--- src/rtl/impulse_capture_ctrl.sv ---
// Impulse stimulus and capture controller: fires one symbol-aligned impulse, records a
// window of N_CH response channels into on-chip memory, then streams it out valid/ready.
module impulse_capture_ctrl #(
  parameter int DATA_W     = 18,
  parameter int N_CH       = 2,
  parameter int DEPTH      = 64,
  parameter int PRE_DELAY  = 30,
  parameter int CAP_OFFSET = 4,
  parameter int AMPLITUDE  = 32768
) (
  input  logic                                          sys_clk,
  input  logic                                          reset,
  input  logic                                          sam_clk_en,
  input  logic                                          sym_clk_en,
  input  logic                                          start,
  input  logic                                          repeat_en,
  input  logic [N_CH*DATA_W-1:0]                        resp,
  output logic [DATA_W-1:0]                             stimulus,
  output logic                                          busy,
  output logic                                          done,
  output logic                                          out_valid,
  input  logic                                          out_ready,
  output logic [DATA_W-1:0]                             out_data,
  output logic [((N_CH > 1) ? $clog2(N_CH) : 1)-1:0]    out_ch,
  output logic [$clog2(DEPTH)-1:0]                      out_idx,
  output logic                                          out_last,
  output logic [1:0]                                    dbg_state
);

  localparam int CH_W    = (N_CH > 1) ? $clog2(N_CH) : 1;
  localparam int AW      = $clog2(DEPTH);
  localparam int CNT_MAX = (PRE_DELAY > CAP_OFFSET + DEPTH) ? PRE_DELAY : CAP_OFFSET + DEPTH;
  // One spare bit so that (cnt - constant) carries its sign in the MSB.
  localparam int CNT_W   = $clog2(CNT_MAX + 1) + 1;

  localparam logic [CNT_W-1:0]  PRE_C    = CNT_W'(PRE_DELAY);
  localparam logic [CNT_W-1:0]  OFF_C    = CNT_W'(CAP_OFFSET);
  localparam logic [CNT_W-1:0]  LAST_K   = CNT_W'(CAP_OFFSET + DEPTH - 1);
  localparam logic [CH_W-1:0]   CH_LAST  = CH_W'(N_CH - 1);
  localparam logic [AW-1:0]     IDX_LAST = AW'(DEPTH - 1);
  localparam logic [DATA_W-1:0] AMP      = DATA_W'(AMPLITUDE);

  typedef enum logic [1:0] {S_IDLE, S_WAIT, S_RUN, S_DRAIN} state_t;

  state_t              state_q, state_d;
  logic [CNT_W-1:0]    cnt_q, cnt_d;
  logic [DATA_W-1:0]   stimulus_q, stimulus_d;
  logic                busy_q, busy_d;
  logic                done_q, done_d;
  logic                out_valid_q, out_valid_d;
  logic [DATA_W-1:0]   out_data_q, out_data_d;
  logic [CH_W-1:0]     out_ch_q, out_ch_d;
  logic [AW-1:0]       out_idx_q, out_idx_d;
  logic                out_last_q, out_last_d;
  logic [AW-1:0]       rd_idx_q, rd_idx_d;
  logic [CH_W-1:0]     rd_ch_q, rd_ch_d;
  logic                rd_ok_q, rd_ok_d;
  logic                exhausted_q, exhausted_d;

  logic [N_CH*DATA_W-1:0] mem [DEPTH];
  logic [N_CH*DATA_W-1:0] rd_word_q;

  logic [CNT_W-1:0] pre_diff;
  logic [CNT_W-1:0] wr_off;
  logic             pre_met;
  logic             in_window;
  logic             mem_we;
  logic [AW-1:0]    mem_addr;
  logic             idx_step;
  logic             handshake;

  assign pre_diff  = cnt_q - PRE_C;
  assign pre_met   = ~pre_diff[CNT_W-1];
  assign wr_off    = cnt_q - OFF_C;
  assign in_window = ~wr_off[CNT_W-1];
  assign mem_addr  = wr_off[AW-1:0];
  assign handshake = out_valid_q && out_ready;

  // Stream handshake: a beat transfers on a rising edge where out_valid && out_ready;
  // once out_valid is raised, all out_* hold until that transfer happens.
  always_comb begin
    state_d     = state_q;
    cnt_d       = cnt_q;
    stimulus_d  = stimulus_q;
    done_d      = 1'b0;
    out_valid_d = out_valid_q;
    out_data_d  = out_data_q;
    out_ch_d    = out_ch_q;
    out_idx_d   = out_idx_q;
    out_last_d  = out_last_q;
    rd_idx_d    = rd_idx_q;
    rd_ch_d     = rd_ch_q;
    exhausted_d = exhausted_q;
    mem_we      = 1'b0;
    idx_step    = 1'b0;

    case (state_q)
      S_IDLE: begin
        stimulus_d = '0;
        if (start) begin
          state_d = S_WAIT;
          cnt_d   = '0;
        end
      end
      S_WAIT: begin
        if (sam_clk_en) begin
          if (pre_met && sym_clk_en) begin
            stimulus_d = AMP;
            cnt_d      = '0;
            state_d    = S_RUN;
          end else if (!pre_met) begin
            cnt_d = cnt_q + 1'b1;
          end
        end
      end
      S_RUN: begin
        // cnt_q is k: each strobe here ends sample k and captures resp as seen during it.
        if (sam_clk_en) begin
          stimulus_d = '0;
          cnt_d      = cnt_q + 1'b1;
          mem_we     = in_window;
          if (cnt_q == LAST_K) begin
            state_d     = S_DRAIN;
            rd_idx_d    = '0;
            rd_ch_d     = '0;
            exhausted_d = 1'b0;
          end
        end
      end
      S_DRAIN: begin
        stimulus_d = '0;
        if (handshake && out_last_q) begin
          out_valid_d = 1'b0;
          out_last_d  = 1'b0;
          done_d      = 1'b1;
          cnt_d       = '0;
          state_d     = repeat_en ? S_WAIT : S_IDLE;
        end else if (rd_ok_q && !exhausted_q && (!out_valid_q || out_ready)) begin
          out_valid_d = 1'b1;
          out_data_d  = rd_word_q[rd_ch_q*DATA_W +: DATA_W];
          out_ch_d    = rd_ch_q;
          out_idx_d   = rd_idx_q;
          out_last_d  = (rd_idx_q == IDX_LAST) && (rd_ch_q == CH_LAST);
          if (rd_ch_q == CH_LAST) begin
            rd_ch_d = '0;
            if (rd_idx_q == IDX_LAST) begin
              exhausted_d = 1'b1;
            end else begin
              rd_idx_d = rd_idx_q + 1'b1;
              idx_step = 1'b1;
            end
          end else begin
            rd_ch_d = rd_ch_q + 1'b1;
          end
        end else if (handshake) begin
          out_valid_d = 1'b0;
        end
      end
      default: state_d = S_IDLE;
    endcase

    // rd_word_q lags rd_idx_q by one clock, so it is stale right after an index step.
    rd_ok_d = (state_q == S_DRAIN) && !idx_step;
    busy_d  = (state_d != S_IDLE);
  end

  always_ff @(posedge sys_clk or posedge reset) begin
    if (reset) begin
      state_q     <= S_IDLE;
      cnt_q       <= '0;
      stimulus_q  <= '0;
      busy_q      <= 1'b0;
      done_q      <= 1'b0;
      out_valid_q <= 1'b0;
      out_data_q  <= '0;
      out_ch_q    <= '0;
      out_idx_q   <= '0;
      out_last_q  <= 1'b0;
      rd_idx_q    <= '0;
      rd_ch_q     <= '0;
      rd_ok_q     <= 1'b0;
      exhausted_q <= 1'b0;
    end else begin
      state_q     <= state_d;
      cnt_q       <= cnt_d;
      stimulus_q  <= stimulus_d;
      busy_q      <= busy_d;
      done_q      <= done_d;
      out_valid_q <= out_valid_d;
      out_data_q  <= out_data_d;
      out_ch_q    <= out_ch_d;
      out_idx_q   <= out_idx_d;
      out_last_q  <= out_last_d;
      rd_idx_q    <= rd_idx_d;
      rd_ch_q     <= rd_ch_d;
      rd_ok_q     <= rd_ok_d;
      exhausted_q <= exhausted_d;
    end
  end

  // Capture memory: one word holds every channel of one sample index.
  always_ff @(posedge sys_clk) begin
    if (mem_we) begin
      mem[mem_addr] <= resp;
    end
    rd_word_q <= mem[rd_idx_q];
  end

  assign stimulus  = stimulus_q;
  assign busy      = busy_q;
  assign done      = done_q;
  assign out_valid = out_valid_q;
  assign out_data  = out_data_q;
  assign out_ch    = out_ch_q;
  assign out_idx   = out_idx_q;
  assign out_last  = out_last_q;
  assign dbg_state = state_q;

endmodule

--- config.mk ---
export PLATFORM = sky130hd
export DESIGN_NAME = impulse_capture_ctrl
export DESIGN_NICKNAME = d
export VERILOG_FILES = /design/src/rtl/impulse_capture_ctrl.sv
export SDC_FILE = /design/constraint.sdc
export NUM_CORES = 2
export LEC_CHECK = 0
export ABC_AREA = 1
export CORE_MARGIN = 3
export CORE_UTILIZATION = 34
export CTS_CLUSTER_DIAMETER = 60
export DETAILED_ROUTE_END_ITERATION = 16
export PLACE_DENSITY_LB_ADDON = 0.12
export RECOVER_POWER = 25
export SYNTH_ARGS = -nofsm -noshare
export SYNTH_HDL_FRONTEND = slang
export SYNTH_SLANG_ARGS = --single-unit
--- constraint.sdc ---
create_clock -name sys_clk -period 5.7 [get_ports sys_clk]
set_clock_uncertainty 0.1 [all_clocks]
set_input_delay 0.855 -clock sys_clk [delete_from_list [all_inputs] [get_ports sys_clk]]
set_output_delay 0.855 -clock sys_clk [all_outputs]
set_load 0.005 [all_outputs]
# [After elaboration in Yosys (flattened, before gate mapping)]
# Memory sizes are Yosys's and may differ from the RTL's. A register that Yosys moved wholly into a read port is not among the register bits.
# Cells that the tools add are included.
[word_totals] register_bits=66 in_bits=43 mem_bits_rw=2304 n_memories=1 wordCells=120 out_inout_bits=49
[memory_table] memory="mem" words=64 width=36 read_ports=1 rd_clocked_by_memory_dff=1 wr=1 line_no="60" source="logic [N_CH*DATA_W-1:0] mem [DEPTH];"
[op_classes] shifts=1 bitwise=3 n_eq_ne=17 reduce_logical=25 multipliers=1 n_addsub=5 muxes=53
[ops] op="$mux 18" n=3
[ops] op="$pmux 18 s3" n=1
[ops] op="$mux 8" n=6
[ops] op="$mux 6" n=6
[ops] op="$shiftx 36x7->18" n=1
[ops] op="$pmux 8 s4" n=1
[ops] op="$mux 1" n=26
[ops] op="$ne 2x2->1 const B" n=11
[ops] op="$reduce_and 7->1" n=2
[ops] op="$mux 2" n=6
[ops] op="$pmux 6 s2" n=1
[ops] op="$reduce_and 5->1" n=2
[ops] op="$add 8x1->8 const B" n=1
[ops] op="$eq 8x7->1 const B" n=1
[ops] op="$pmux 2 s4" n=1
[ops] op="$sub 8x3->8 const B" n=1
[ops] op="$sub 8x5->8 const B" n=1
[ops] op="$logic_and 1x1->1" n=7
[ops] op="$add 6x1->6 const B" n=1
[ops] op="$eq 6x6->1 const B" n=1
[ops] op="$reduce_and 3->1" n=2
[ops] op="$reduce_bool 2->1" n=3
[ops] op="$mul 1x4->5 const B" n=1
[ops] op="$eq 2x2->1 const B" n=2
[ops] op="other kinds (11)" n=17

# [Longest topological paths before layout]
[logic_depth] depth_word=8 mapped_depth=13

# [Least setup slack after synthesis]
# No wires, ideal clock.
[synth_path] path_type="input -> register" start="input port sam_clk_en" end="memory mem[0][0] (netlist bit), enable pin" setup_slack_ps=2302 path_stages=4 arrival_time_ps=2868 path_buffers=0 cell_sequence="nand4_1 -> nor2_1 -> nand2_1 -> nor2_1"
[synth_between] elab_chain_len=4
[synth_lines] element="start, declared" line_no="13" source="input logic sam_clk_en,"
[synth_lines] element="$mux 1" line_no="118" source="if (sam_clk_en) begin"
[synth_lines] element="$mux 1" line_no="97" source="case (state_q)"
[synth_lines] element="$mux 1" line_no="203" source="if (mem_we) begin"
[synth_lines] element="$mux 1 (not written as such)" line_no="204" source="mem[mem_addr] <= resp;"
[synth_lines] element="end, declared" line_no="60"
# Every way passes these cells.

# [Final worst setup path]
[layout_path] start="input port resp[1]" end="memory mem[30][1] (netlist bit) (data pin)"
[layout_lines] element="start, declared" line_no="17" source="input logic [N_CH*DATA_W-1:0] resp,"
# No word-level cell before the write port.

==> flow_summary.yaml <==
outcome:
  outcome: "complete, but fails checks"
  violations: "max-capacitance violations, max-slew violations"
clocking:
  cts_tree: "built"
  hold_buffers: 0
  cts_made_buffers: 280
  cts_setup_buffers: 0
  cts-resized-gates: 0
  root_buffer: "clkbuf_16"
  clock_sinks: 2389
  clk_pin_slew_ns: 0.05
  insertion_delay_ns: 0.89
  h-tree-depth: 5
  clockBufferDepth: 4
route:
  vias: 62400
  route.met3.wl_um: 24100
  met1Wirelength_um: 142000
  ant_nets: 0
  vias_per_cell: 5.15
  drt_iter0_drc: 6817
  highest_layer: "met5"
  wl_met2_um: 147000
  firstDrtPassIters: 6
  drc_errors: 0
  routedWlPerCell_um: 26.7
  drt-total-wl_um: 324000
global_routing:
  grt_use_total_pct: 21.9
  grt_pass1_vias: 59100
  grt_start_max_net_pins: 135
  grt-ovfl-total: 0
  antenna_found_initial: 21
  grt_pass1_wl_um: 455000
setup_path:
  critical_path_required_ns: 5.61
  critPathTopFamily: "buffers and inverters"
  cp_max_fo: 61
  path_buf_inv: 2
  rr_worst_depth: 6
  path_depth: 2
  path_class: "input port to flip-flop"
  path_cells: "clkbuf_1 > clkbuf_1"
  critPathMaxStageDelay_ns: 3.04
  startpoint: "resp[1]"
  r2r_start: "cnt_q[2]$_DFFE_PP0P_"
  cp_slowest_cell: "clkbuf_1"
  critPathCaptureType: "flip-flop"
  cp-start-kind: "input port"
  cpMostUsedCell: "clkbuf_1"
  crit_arrival_ns: 4.30
placement:
  dpl.hpwl_um: 189000
  place.gp.congestion: 0.838
  portBuffers: 74
  dp_slack_ns: 1.20
  placed_cell_area_um2: 101000
synthesis:
  synth.avg_cell_area_um2: 11.8
  ys_ff_latch: 2389
  yosys_warnings: 0
  netlist-cell-type-count: 32
  synth-async-reset-ratio_pct: 2.05
  syn_area_um2: 96200
  synth_top_flop_cell: "edfxtp_1"
  synth-seq-area-share_pct: 73.9
  synth_edf_count: 2304
  syn_inst: 8118
timing:
  worst_slack_ns: 1.32
  final.period_utilization_pct: 76.9
  slew_viol_final: 1458
  tns_ns: 0
  relSlewSlack_pct: -203
  rsz0062_at_grt: "false"
  hold_viol_final: 0
  min_period_ns: 4.38
  setup_viol: 0
  max_freq_mhz: 228
  worstMarginPinSlew_ns: 4.55
finish:
  final_util_pct: 39.1
  syn2layout_area_growth_pct: 14.0
  mostFrequentLayoutCells: "nand2_1, edfxtp_1, nand3_1"
  stdcell_area_um2: 110000
  layout_commonest_cell: "nand2_1"
  final_layout_size_suffix_gt1_share_pct: 7.76
  nets: 8215
floorplan:
  row_count: 194
  num_io_pins: 92
  initial_core_util_pct: 34.3
  dieArea_um2: 289000
  fp.dieH_um: 538
  die_w_um: 538
  fp.coreArea_um2: 280000
flow_run:
  maxCapViolCount: 40
power_and_ir_drop:
  power_density_nw_per_um2: 505
  peakVddDrop_mv: 0.358
  p_leak_nw: 39.0
hold_path:
  holdCritStartpoint: "resp[1]"
  hp-class: "input port to flip-flop"
  worstHoldPathCells: 1
==> kinds of logic (layout without fill, tap and decap cells) <==
family / Yosys count / after routing / synth area share (%)
AOI/OAI and AO/OA: 206 / 206 / 1.10
buffers and inverters: 562 / 806 / 3.22
xor gates and xnor gates: 6 / 6 / 0.0546
adders and majority gates: 9 / 9 / 0.117
and+or+nand+nor: 4945 / 4945 / 21.6
DFF: 2389 / 2389 / 73.9
other: 1 / 29 / 0.00390
==> metrics by stage <==
| step | hold WS [ns] | instances | power, mW |
|---|---|---|---|
| 6_report | 0.225 | 12100 | 55.4 |
| 2_1_floorplan | 0.331 | 8134 | 30.9 |
| 3_3_place_gp | 0.343 | 11600 | 38.7 |
| 3_5_place_dp | 0.347 | 11600 | 38.7 |
| 4_1_cts | 0.0383 | 12100 | 55.8 |
| 5_1_grt | 0.212 | 12100 | 58.0 |
==> sequential cells by signal, indices dropped and copies added (netlist names) <==
register,flops
mem,2304
rd_word_q,36
out_data,18
cnt_q,8
out_idx,6
rd_idx_q,6
dbg_state,2
busy,1
done,1
exhausted_q,1
out_ch,1
out_last,1
out_valid,1
rd_ch_q,1
rd_ok_q,1
stimulus,1
==> power by group <==
group	internal [mW]	switching, mW
clock network	9.82	7.30
registers	19.5	0.538
logic	4.30	13.9
total	33.6	21.8
==> routing by layer <==
layer	track usage [%]	vias up
met3	4.46	390
met2	33.9	2115
met5	0	-
met4	7.19	2
met1	30.9	31400
li1	-	28500
==> area by class of cell <==
class,instances,area (um2)
fillers,26800,171000
well taps,3724,4660
clock inverters,133,1130
repair buffers,265,2420
diodes,12,30.0
multi-input cells,5183,22500
inverters,44,204
flip-flops and latches,2389,71200
clock buffers,364,7520
==> synth_stat cells, types with 2 or more instances <==
master	n	area share (%)
a21oi_1	161	0.84
a31oi_1	19	0.12
buf_1	49	0.19
buf_2	250	1.3
buf_4	90	0.70
buf_6	44	0.52
clkbuf_1	84	0.33
clkinv_1	2	0.0078
dfrtp_1	49	1.3
dfxtp_1	36	0.75
edfxtp_1	2304	72
ha_1	9	0.12
inv_1	39	0.15
inv_2	3	0.012
nand2_1	3124	12
nand3_1	1694	8.8
nand4_1	7	0.046
nor2_1	108	0.42
nor3_1	3	0.016
nor3_2	2	0.021
o21ai_0	19	0.099
o21ai_1	6	0.031
or2_2	3	0.020
xnor2_1	2	0.018
xor2_1	4	0.036
==> worst reg2reg max path, cell delays in order (launching register included) <==
cell and delay, ns:
dfrtp_1 0.47, inv_1 0.14, ha_1 0.23, xnor2_1 0.56, nand3_1 0.87, nor2_4 0.74, buf_4 0.41
==> path summary, 6_finish.rpt <==
| kind | endpoint | slack [ns] |
|---|---|---|
| worst min register to register | out_data[13]$_DFFE_PP0P_ | 0.32 |
| worst max-delay path | mem[30][1]$_DFFE_PP_ | 1.32 |
| min in group asynchronous | dbg_state[1]$_DFF_PP0_ | 1.61 |
| worst min-delay path | mem[10][1]$_DFFE_PP_ | 0.23 |
| max in group asynchronous | rd_idx_q[4]$_DFFE_PP0P_ | 1.52 |
| worst max register to register | mem[40][21]$_DFFE_PP_ | 1.80 |
Note: power is estimated with default switching activity, not from simulation.
